==> src/rtl/cordic_log_pkg.sv <==
// Shared types and constants for the hyperbolic CORDIC log controller.
// Repeat indices 4 and 13 guarantee hyperbolic-mode convergence.
package cordic_log_pkg;

  typedef enum logic [1:0] {
    IDLE = 2'd0,
    ITER = 2'd1,
    DONE = 2'd2
  } state_e;

  localparam int N_ITER_DEF = 16;
  localparam int REP_A      = 4;
  localparam int REP_B      = 13;

endpackage

==> src/rtl/cordic_iter_seq.sv <==
// Shift-index sequencer: counts 1..N_ITER, issuing REP_A and REP_B twice.
// last marks the final issue of N_ITER (after its repeat, if it has one).
module cordic_iter_seq
  import cordic_log_pkg::*;
#(
  parameter int N_ITER = N_ITER_DEF,
  parameter int SW     = 5
) (
  input  logic          clk,
  input  logic          reset,
  input  logic          start,
  input  logic          step,
  output logic [SW-1:0] shift,
  output logic          last
);

  logic rep;
  logic rep_pt;

  assign rep_pt = (shift == SW'(REP_A)) ||
                  (shift == SW'(REP_B));
  assign last   = (shift == SW'(N_ITER)) &&
                  !(rep_pt && !rep);

  always_ff @(posedge clk or posedge reset) begin
    if (reset) begin
      shift <= '0;
      rep   <= 1'b0;
    end else if (start) begin
      shift <= SW'(1);
      rep   <= 1'b0;
    end else if (step) begin
      if (last) begin
        shift <= '0;
        rep   <= 1'b0;
      end else if (rep_pt && !rep) begin
        rep   <= 1'b1;
      end else begin
        shift <= shift + SW'(1);
        rep   <= 1'b0;
      end
    end
  end

endmodule

==> src/rtl/cordic_log_ctrl.sv <==
// Control FSM for an iterative hyperbolic CORDIC natural-log unit.
// Define CORDIC_LOG_ABORT_EN to add the abort input.
module cordic_log_ctrl
  import cordic_log_pkg::*;
#(
  parameter int N_ITER = N_ITER_DEF,
  parameter int SW     = 5
) (
  input  logic          clk,
  input  logic          reset,
`ifdef CORDIC_LOG_ABORT_EN
  input  logic          abort,
`endif
  input  logic          in_valid,
  output logic          in_ready,
  output logic          dp_load,
  output logic          dp_en,
  output logic [SW-1:0] dp_shift,
  output logic          out_valid,
  input  logic          out_ready,
  output logic          busy
);

  state_e        state;
  state_e        nxt;
  logic          last;
  logic [SW-1:0] shift;

  always_comb begin
    nxt = state;
    case (state)
      IDLE:    if (in_valid)  nxt = ITER;
      ITER:    if (last)      nxt = DONE;
      DONE:    if (out_ready) nxt = IDLE;
      default: nxt = IDLE;
    endcase
`ifdef CORDIC_LOG_ABORT_EN
    if (abort && state != IDLE) nxt = IDLE;
`endif
  end

  always_ff @(posedge clk or posedge reset) begin
    if (reset) state <= IDLE;
    else       state <= nxt;
  end

  // dp_load is gated so reset wins over a pending operand.
  assign in_ready  = (state == IDLE);
  assign dp_load   = in_ready && in_valid && !reset;
  assign dp_en     = (state == ITER);
  assign dp_shift  = dp_en ? shift : '0;
  assign out_valid = (state == DONE);
  assign busy      = (state != IDLE);

  cordic_iter_seq #(
    .N_ITER (N_ITER),
    .SW     (SW)
  ) u_seq (
    .clk   (clk),
    .reset (reset),
    .start (dp_load),
    .step  (dp_en),
    .shift (shift),
    .last  (last)
  );

endmodule

==> config.mk <==
export PLATFORM = sky130hd
export DESIGN_NAME = cordic_log_ctrl
export DESIGN_NICKNAME = d
export VERILOG_FILES = /design/src/rtl/cordic_log_pkg.sv /design/src/rtl/cordic_iter_seq.sv /design/src/rtl/cordic_log_ctrl.sv
export SDC_FILE = /design/constraint.sdc
export NUM_CORES = 1
export LEC_CHECK = 0
export ABC_AREA = 1
export CORE_MARGIN = 2
export CORE_UTILIZATION = 35
export DETAILED_ROUTE_END_ITERATION = 10
export DONT_BUFFER_PORTS = 1
export MAX_ROUTING_LAYER = met4
export PLACE_DENSITY = 0.55
export SYNTH_ARGS = -nofsm -noshare
export SYNTH_HDL_FRONTEND = slang
export SYNTH_SLANG_ARGS = --single-unit
==> constraint.sdc <==
create_clock -name clk -period 1.5 [get_ports clk]
set_input_delay 0.3 -clock clk [delete_from_list [all_inputs] [get_ports clk]]
set_output_delay 0.3 -clock clk [all_outputs]
set_load 0.05 [all_outputs]
==> metrics.txt, run 1 <==
top cell type by total area after synthesis=dfrtp_1; CTS tree=done; Initial Util=0.386; Pwr Density=around 2500 nW/um2; Root Buffer=clkbuf_4; NumNets Final=107; post-DR wirelength/cell=~10 um; Crit path top cell by count=nor2_4; Yosys top cell area share=0.333; Post-synth EDFFs=0; Reg clk slew, reported paths=roughly 50 ps; DRC viols=0; Post-synth top flop=dfrtp_1; Slew Limit Fails=0; Worst Tran Pin Value=between 400 and 500 ps; fin worst setup slack=-95.3 ps; Setup Skew=6.10 ps; Syn Inst Count=between 80 and 90; status=complete, but fails checks; Core Box Area=between 1500 and 2000 um2; placed wire-length estimate=933 um; DRT antenna net count=0; Mapped Avg Cell Area=7.34 um2; first-pass GRT wire length=between 1.5 and 2 mm; initial antenna violation count=0; async set-reset flop share out of synthesis=1.00; CP required=1200 ps; Place WS=just over 100 ps; Critical Path AT=between 1000 and 1500 ps; Max-cap violations=0; final hold violations=0; CP peak stage delay=440 ps; Total Power=2.16 mW; RSZ-0062 raised after global routing=yes; Starting DRT DRC Count=5; failing checks=setup timing; die height=about 45 um; DR pass1 iterations=4; Peak VDD IR=0.000994 V; vias in the first global route=489; Mapped Area=between 600 and 700 um2; std cell rows=14; top cells by instance count after synthesis=nand2_1 (17), nor2_1 (13), inv_1 (12); Fmax achieved=627 MHz; H-tree depth=1; slowest CP cell=dfrtp_2; critical path cell sequence=nor2_4 > inv_1 > nor2_4 > buf_12; Mapped Nets=slightly below 90; drt total wl=approximately 1.2 mm; R2R setup slack=roughly 140 ps; IO buf count=0; minimum hold slack=280 ps; CTS Buffer Depth=2; I/O pin count=14; placed cell areas=between 700 and 800 um2; clk_lat worst skew=around 250 ps; fin crit share=1.06; layout cells sized above 1=0.367; design area=roughly 870 um2; R2R cell count=8; Leak Pwr=approximately 0.43 nW; last element of the critical path=dp_shift[0]; pin count of the biggest net entering global routing=9; clock sink count=8; Worst setup SP type=flip-flop; # diodes=0; die span in x=around 45 um; CTS buffer count=3; register bit total from synthesis=8; final setup violation count=6; via count=approximately 550; crit path max fanout=5; element type at the critical path end=output port; post-synthesis sequential area ratio=0.333; r2r endpoint=u_seq.shift[0]; GRT Residual Overflow=0; filler instances=between 100 and 150; gpl congestion=around 0.8; Vias/cell=~4.9; largest cells by area after synthesis=dfrtp_1 (33%), nand2_1 (11%), nor2_1 (8.1%), nand3_1 (7.5%), inv_1 (7.5%); most frequent cell after synthesis=nand2_1; total track usage=0.136; RR Startpoint=u_seq.shift[0]; WS Path Type=flip-flop to output port; Layout Utilization=0.558; Period minus WS final=~1600 ps; normalized max-slew margin=0.730; Layout area overhead=44.5%; CP startpoint=state[1]; worst min-delay path class=input pin to flip-flop; yosys warns=0; Die Area=between 2000 and 2500 um2; Unique masters post-synth=19
==> cell usage in the layout (no fill, tap or decap) <==
cell type	synthesis	routed
buf_12	0	6
buf_4	1	6
buf_6	1	2
clkbuf_4	0	3
dfrtp_1	8	7
dfrtp_2	0	1
dlygate4sd3_1	0	1
ha_1	3	3
inv_1	12	10
inv_2	2	4
inv_4	1	1
nand2_1	17	17
nand2_2	1	1
nand2_4	3	3
nand3_1	9	9
nand4_1	2	2
nor2_1	13	7
nor2_4	2	8
nor2_8	1	1
nor3_1	2	2
o21ai_0	1	1
o21ai_1	2	2
xor2_1	1	1
==> kinds of logic after synthesis <==
family,synth area share
buffers and inverters,0.129
flip-flops,0.333
adder cells (fa/ha/maj),0.0624
AND/OR/NAND/NOR,0.437
AO/OA/AOI/OAI,0.0249
XOR/XNOR,0.0146
==> critical path, delay by kind of cell (launching register included) <==
family	cells	cell delay, ps
simple gates	2	280
buf+inv	2	320
flops	1	440
==> registers in the layout (all words and copies together), names as in the netlist <==
name and cells:
u_seq.shift 5, state 2, u_seq.rep 1
==> how the worst min path moves through the flow <==
stage / end / depth (start not counted) / from
after floorplan: state[0] / 1 / reset
after global routing: state[0] / 3 / in_valid
after global placement: u_seq.shift[2] / 1 / reset
after CTS: state[1] / 3 / out_ready
after detailed placement: state[1] / 1 / reset
final: state[1] / 3 / out_ready
==> layout make-up <==
cell class | count | area (um2) | share of cell area
clock buffers | 3 | 22.5 | 0.0259
flip-flops and latches | 8 | 201 | 0.232
repair buffers | 15 | 198 | 0.227
well taps | 16 | 20.0 | 0.0230
multi-input cells | 57 | 369 | 0.424
inverters | 15 | 58.8 | 0.0676
==> report_power, final <==
| group | switching (mW) | internal (mW) | total, mW |
|---|---|---|---|
| logic | 0.962 | 0.581 | 1.54 |
| clock network | 0.0684 | 0.0912 | 0.160 |
| registers | 0.134 | 0.319 | 0.453 |
| total | 1.16 | 0.991 | 2.16 |
==> metrics by stage <==
step / setup TNS (ps) / instances
2_1_floorplan: -1370 / 82
3_3_place_gp: 0 / 106
3_5_place_dp: 0 / 106
4_1_cts: -662 / 113
5_1_grt: -902 / 114
6_report: -493 / 114
==> what timing repair did <==
action	in CTS	in global routing
hold buffers	1	0
hold endpoints to repair	8	0
pin swaps	3	3
buffers inserted	3	1
endpoints found under the setup margin	6	9
gates resized for setup	1	6
==> per-layer routing <==
layer / up-vias / track usage / part of all wire
li1: 284 / - / -
met1: 256 / 0.152 / 0.43
met2: 13 / 0.228 / 0.50
met3: 0 / 0.0595 / 0.066
met4: 0 / 0.0176 / 0
met5: - / - / 0
(Power assumes the default switching activity.)
==> run 2, diff against run 1 <==
==> constraint.sdc (replaced) <==
create_clock -name clk -period 1.5 [get_ports clk]
set_input_delay 0.075 -clock clk [delete_from_list [all_inputs] [get_ports clk]]
set_output_delay 0.075 -clock clk [all_outputs]
set_load 0.05 [all_outputs]
==> run 2 against run 1 <==
Net effect:
- the run now ends clean
- count of clock-buffer cells in the layout did not move
- sequential power rose by 2%
- register-to-register slack barely moved
- sequential share of layout area rose by 1.9 points
- critical path type is now flip-flop to flip-flop
- largest power group unchanged
- highest routed layer is now met4
==> metrics.txt, run 2 (synthesis results as in run 1) <==
status=completed (was complete, but fails checks); Critical Path AT=1510 ps (was 1300 ps); Hold Path Depth=3 (unchanged); die height=45.5 um (unchanged); NumNets Final=105 (was 107); placed wire-length estimate=917 um (was 933 um); fin crit share=0.913 (was 1.06); # diodes=0 (unchanged); crit path max fanout=5 (unchanged); Layout Utilization=0.518 (was 0.558); CP required=1640 ps (was 1200 ps); pin count of the biggest net entering global routing=9 (unchanged); H-tree depth=1 (unchanged); I/O pin count=14 (unchanged); Die Area=2070 um2 (unchanged); element type at the critical path end=flip-flop (was output port); commonest non-fill, non-tap cell in the layout=nand2_1 (unchanged); Place WS=106 ps (was 102 ps); Pwr Density=2510 nW/um2 (was 2480 nW/um2); worst hold start=reset (was out_ready); CTS buffer count=3 (unchanged); P_sw=1.10 mW (was 1.16 mW); total track usage=0.137 (was 0.136); RR Startpoint=u_seq.shift[0] (unchanged); Finished Layout Cells=112 (was 114); Layout area overhead=34.3% (was 44.5%); Worst setup SP type=flip-flop (unchanged); Peak VDD IR=0.000950 V (was 0.000994 V); via count=528 (was 553); first-pass GRT wire length=1.96 mm (unchanged); die span in x=45.5 um (unchanged); Seq. cell area=203 um2 (was 201 um2); WS Path Type=flip-flop to flip-flop (was flip-flop to output port); Reg clk slew, reported paths=50 ps (about the same); Fmax achieved=730 MHz (was 627 MHz); Sequential Power Share=0.229 (was 0.210); Placed Cells=105 (was 106); R2R setup slack=130 ps (was 140 ps); Clock Power Share=0.078 (was 0.074); Leak Pwr=0.412 nW (was 0.431 nW); Starting DRT DRC Count=11 (was 5); Worst Tran Pin Value=418 ps (was 405 ps); worst min-delay path class=input pin to flip-flop (unchanged); post-DR wirelength/cell=10.5 um (was 10.1 um); IO buf count=0 (unchanged); Largest regs=u_seq.shift: 5 flops, state: 2 flops, u_seq.rep: 1 flops (unchanged); DR pass1 iterations=4 (unchanged); Min-Delay Endpoint=u_seq.shift[0] (was state[1]); Logic pwr share=0.693 (was 0.716); gpl congestion=0.795 (was 0.815); CTS Buffer Depth=2 (unchanged); layout cells sized above 1=0.344 (was 0.367); DRT antenna net count=0 (unchanged); Core Box Area=1560 um2 (unchanged); Initial Util=0.386 (unchanged); R2R cell count=9 (was 8); Max-cap violations=0 (unchanged); Slew Limit Fails=0 (unchanged); Largest register FFs=5 (unchanged); RSZ-0062 raised after global routing=no (was yes); Root Buffer=clkbuf_4 (unchanged); final hold violations=0 (unchanged); clock sink count=8 (unchanged); r2r endpoint=u_seq.shift[4] (was u_seq.shift[0]); initial antenna violation count=0 (unchanged); most flop-heavy register=u_seq.shift (unchanged); vias in the first global route=456 (was 489); total internal power=924 uW (was 991 uW); GRT Residual Overflow=0 (unchanged); fin worst setup slack=130 ps (was -95.3 ps); Period minus WS final=1370 ps (was 1600 ps); clk_lat worst skew=250 ps (about the same); Vias/cell=4.71 (was 4.85); most frequent cells in the layout=nand2_1 (17), inv_1 (11), nand3_1 (9) (was nand2_1 (17), inv_1 (10), nand3_1 (9)); final setup violation count=0 (was 6); Setup Skew=3.78 ps (was 6.10 ps); DRC viols=0 (unchanged); Sw Share=0.544 (was 0.540); std cell rows=14 (unchanged); CTS tree=done (unchanged); normalized max-slew margin=0.721 (was 0.730); drt total wl=1.17 mm (was 1.16 mm); multi-input combinational cell area=339 um2 (was 369 um2); CP startpoint=u_seq.shift[0] (was state[1]); filler instances=146 (was 135)
==> run 2: final cells by class <==
type                       instances  share of cell area
multi-input combinational         57               0.420
sequential                         8               0.251
inverter                          15              0.0728
tap                               16              0.0248
clock buffer                       3              0.0279
timing repair buffer              13               0.204
==> run 2: worst max path at each step <==
stage / endpoint / slack, ps
finish: u_seq.shift[4] / 130
global route: u_seq.shift[4] / 10
CTS: dp_shift[0] / 40
detailed placement: u_seq.shift[0] / 110
global placement: u_seq.shift[0] / 160
floorplan: dp_shift[0] / -90
==> run 2: metrics by stage <==
| stage | total power [mW] | hold WS (ps) | TNS, ps | cell area [um2] |
|---|---|---|---|---|
| CTS | 1.98 | 77.5 | 0 | 788 |
| floorplan | 1.46 | -109 | -441 | 614 |
| global placement | 1.79 | -71.7 | 0 | 746 |
| detailed placement | 1.80 | -66.8 | 0 | 746 |
| finish | 2.03 | 74.1 | 0 | 808 |
| global route | 2.20 | 77.0 | 0 | 808 |
==> run 2: routing by layer <==
layer	share of wire	GRT usage	vias to the layer above	wire length, um
met4	0.0051	0.0529	0	6
li1	-	-	279	-
met5	0	-	-	0
met2	0.48	0.186	11	565
met3	0.047	0.0357	2	55
met1	0.46	0.192	236	545
==> run 2: critical path, cell delays in order (launching register included) <==
cell and delay, ps:
dfrtp_2 430, inv_1 120, ha_2 210, inv_1 40
nor2_1 70, nand2_1 120, nand3_1 120, nor2_1 40
nand2_1 50, nand2_1 50
==> run 2: repair_timing <==
action | in CTS | in global routing
hold endpoints to repair | 9 | 0
pin swaps | 0 | 1
setup buffers | 0 | 2
gates resized for setup | 1 | 3
setup endpoints to repair | 5 | 8
hold buffers | 2 | 0
gates cloned | 0 | 0
==> run 2: power by group through the flow <==
stage	Clock, mW	Sequential [mW]	Combinational [mW]
3_3_place_gp	0	0.455	1.34
3_5_place_dp	0	0.457	1.34
4_1_cts	0.168	0.454	1.36
5_1_grt	0.181	0.485	1.53
2_1_floorplan	0	0.399	1.06
6_report	0.157	0.464	1.40
==> run 3, diff against run 2 <==
Settings changed: ABC_AREA 1 to 0, GPL_TIMING_DRIVEN set to 0, TNS_END_PERCENT set to 10.
==> run 3 against run 2 <==
Net effect:
- the run now ends with setup timing left
- clock skew increased by 4.6 ps
- flip-flop and latch count unchanged
- utilization decreased by 1.8 points
- non-clock buffer count decreased by 5
- worst setup slack got worse by 480 ps
- global-route usage increased by 1.9 points
- register-to-register slack got worse by 410 ps
- critical path depth decreased by 6
- via count decreased by 12%
- area after synthesis decreased by 11%
- synthesized cell count decreased by 22%
- largest cell class unchanged
==> metrics.txt, run 3 <==
commonest non-fill, non-tap cell in the layout=nor2_1 (was nand2_1); std cell rows=14 (unchanged); initial antenna violation count=0 (unchanged); Post-synth top flop=dfrtp_1 (unchanged); die height=43.2 um (was 45.5 um); Yosys top cell area share=0.372 (was 0.333); crit path max fanout=3 (was 5); fin crit share=1.24 (was 0.913); Setup Skew=8.39 ps (was 3.78 ps); most flop-heavy register=u_seq.shift (unchanged); post-synthesis sequential area ratio=0.372 (was 0.333); Mapped Area=538 um2 (was 602 um2); Layout area overhead=37.0% (was 34.3%); register bit total from synthesis=8 (unchanged); CTS buffer count=3 (unchanged); most frequent cell after synthesis=nor2_1 (was nand2_1); fin worst setup slack=-354 ps (was 130 ps); final hold violations=0 (unchanged); RSZ-0062 raised after global routing=yes (was no); r2r endpoint=u_seq.shift[4] (unchanged); Die Area=1870 um2 (was 2070 um2); GRT Residual Overflow=0 (unchanged); R2R setup slack=-280 ps (was 130 ps); drt total wl=1.24 mm (was 1.17 mm); placed cell areas=593 um2 (was 746 um2); Root Buffer=clkbuf_4 (unchanged); CTS tree=done (unchanged); Largest register FFs=5 (unchanged); Slew Limit Fails=0 (unchanged); async set-reset flop share out of synthesis=1.00 (unchanged); Mapped Avg Cell Area=8.41 um2 (was 7.34 um2); post-DR wirelength/cell=13.9 um (was 10.5 um); DR pass1 iterations=4 (unchanged); Worst setup SP type=flip-flop (unchanged); minimum hold slack=205 ps (was 74.1 ps); Syn Inst Count=64 (was 82); Worst Tran Pin Value=549 ps (was 418 ps); Core Box Area=1470 um2 (was 1560 um2); WS Path Type=flip-flop to output port (was flip-flop to flip-flop); Initial Util=0.366 (was 0.386); Vias/cell=5.24 (was 4.71); failing checks=setup timing; layout cells sized above 1=0.479 (was 0.344); pin count of the biggest net entering global routing=9 (unchanged); Mapped Nets=71 (was 89); final setup violation count=12 (was 0); CP required=1420 ps (was 1640 ps); CTS Buffer Depth=2 (unchanged); first-pass GRT wire length=2.04 mm (was 1.96 mm); top cell type by total area after synthesis=dfrtp_1 (unchanged); CP peak stage delay=430 ps (about the same); I/O pin count=14 (unchanged); Largest regs=u_seq.shift: 5 flops, state: 2 flops, u_seq.rep: 1 flops (unchanged); top cells by instance count after synthesis=nor2_1 (13), dfrtp_1 (8), inv_1 (8) (was nand2_1 (17), nor2_1 (13), inv_1 (12)); vias in the first global route=481 (was 456); most frequent cells in the layout=nor2_1 (8), inv_1 (5), dfrtp_1 (5) (was nand2_1 (17), inv_1 (11), nand3_1 (9)); via count=466 (was 528); critical path cell sequence=nor2_4 > clkinvlp_4 > nor2_4 (was inv_1 > ha_2 > inv_1 > nor2_1 > nand2_1 > nand3_1 > nor2_1 > nand2_1 > nand2_1); Max-cap violations=0 (unchanged); Unique masters post-synth=26 (was 19); clock sink count=8 (unchanged); # diodes=0 (unchanged); gpl congestion=0.778 (was 0.795); IO buf count=0 (unchanged); DRT antenna net count=0 (unchanged); Reg clk slew, reported paths=60 ps (was 50 ps); DRC viols=0 (unchanged); RR Startpoint=u_seq.shift[0] (unchanged); worst min-delay path class=input pin to async pin (was input pin to flip-flop); normalized max-slew margin=0.633 (was 0.721); Starting DRT DRC Count=5 (was 11); Critical Path AT=1780 ps (was 1510 ps); largest cells by area after synthesis=dfrtp_1 (37%), nor2_1 (9.1%), ha_1 (7.0%), inv_1 (5.6%), nor2b_1 (3.5%) (was dfrtp_1 (33%), nand2_1 (11%), nor2_1 (8.1%), nand3_1 (7.5%), inv_1 (7.5%)); H-tree depth=1 (unchanged); setup TNS=-1760 ps (was 0 ps); Post-synth EDFFs=0 (unchanged); status=complete, but fails checks (was completed); NumNets Final=82 (was 105); Fmax achieved=539 MHz (was 730 MHz); Crit path top cell by count=nor2_4 (was nand2_1); Period minus WS final=1850 ps (was 1370 ps); clk_lat worst skew=260 ps (was 250 ps); placed wire-length estimate=840 um (was 917 um); design area=737 um2 (was 808 um2); R2R cell count=6 (was 9); yosys warns=0 (unchanged); die span in x=43.2 um (was 45.5 um); total track usage=0.156 (was 0.137); element type at the critical path end=output port (was flip-flop); slowest CP cell=dfrtp_2 (unchanged)
==> run 3: cell count changes in the layout (fill, tap and decap cells not counted), moves of 3 or more <==
cell,change
nand2_1,-17
nand3_1,-7
buf_12,-5
inv_1,-6
nand2_4,-3
==> run 3: final cells by class <==
class | count | area (um2)
fill | 147 | 734
tap | 16 | 20.0
clock buffer | 3 | 22.5
timing repair buffer | 8 | 71.3
inverter | 8 | 37.5
sequential | 8 | 204
multi-input combinational | 46 | 382
==> run 3: logic make-up (layout without fill, tap and decap cells) <==
group	after synthesis	in the layout	synth area share
AND/OR/NAND/NOR	29	29	0.295
AO/OA/AOI/OAI	11	11	0.130
buffers and inverters	10	19	0.0698
flip-flops	8	8	0.372
adder cells (fa/ha/maj)	3	3	0.0698
multiplexers	2	2	0.0465
XOR/XNOR	1	1	0.0163
==> run 3: how the worst max path moves through the flow <==
stage	start	to	slack, ps
2_1_floorplan	u_seq.shift[0]	u_seq.shift[1]	-190
3_3_place_gp	state[0]	dp_shift[4]	-390
3_5_place_dp	state[0]	dp_shift[4]	-400
4_1_cts	state[1]	dp_load	-390
5_1_grt	state[0]	dp_load	-400
6_report	state[0]	dp_load	-350
==> run 3: layer usage <==
metal / global-route usage / part of all wire / up-vias
li1: - / - / 236
met2: 0.251 / 0.51 / 9
met5: - / 0 / -
met4: 0.0727 / 0.019 / 0
met1: 0.181 / 0.44 / 217
met3: 0.0383 / 0.030 / 4
==> run 3: what timing repair did <==
action | in CTS | in global routing
setup endpoints to repair | 16 | 14
setup buffers | 4 | 1
hold endpoints to repair | 10 | 0
pin swaps | 5 | 3
gates resized for setup | 18 | 5
hold buffers | 3 | 0
==> run 3: worst max-delay path: cells and delay by family, from the launching register on <==
family | cells | cell delay, ps
simple gates | 2 | 710
buf+inv | 1 | 390
flops | 1 | 430
==> run 3: metrics by stage <==
stage | instances | util | setup slack [ps]
floorplan | 64 | - | -189
global placement | 80 | 0.403 | -387
detailed placement | 80 | 0.403 | -398
CTS | 88 | 0.481 | -388
global route | 89 | 0.501 | -396
finish | 89 | 0.501 | -354
Power of run 3 is left out: the tool's default activity adds up to more than one toggle a clock period on the data nets, which glitch-free logic cannot reach.
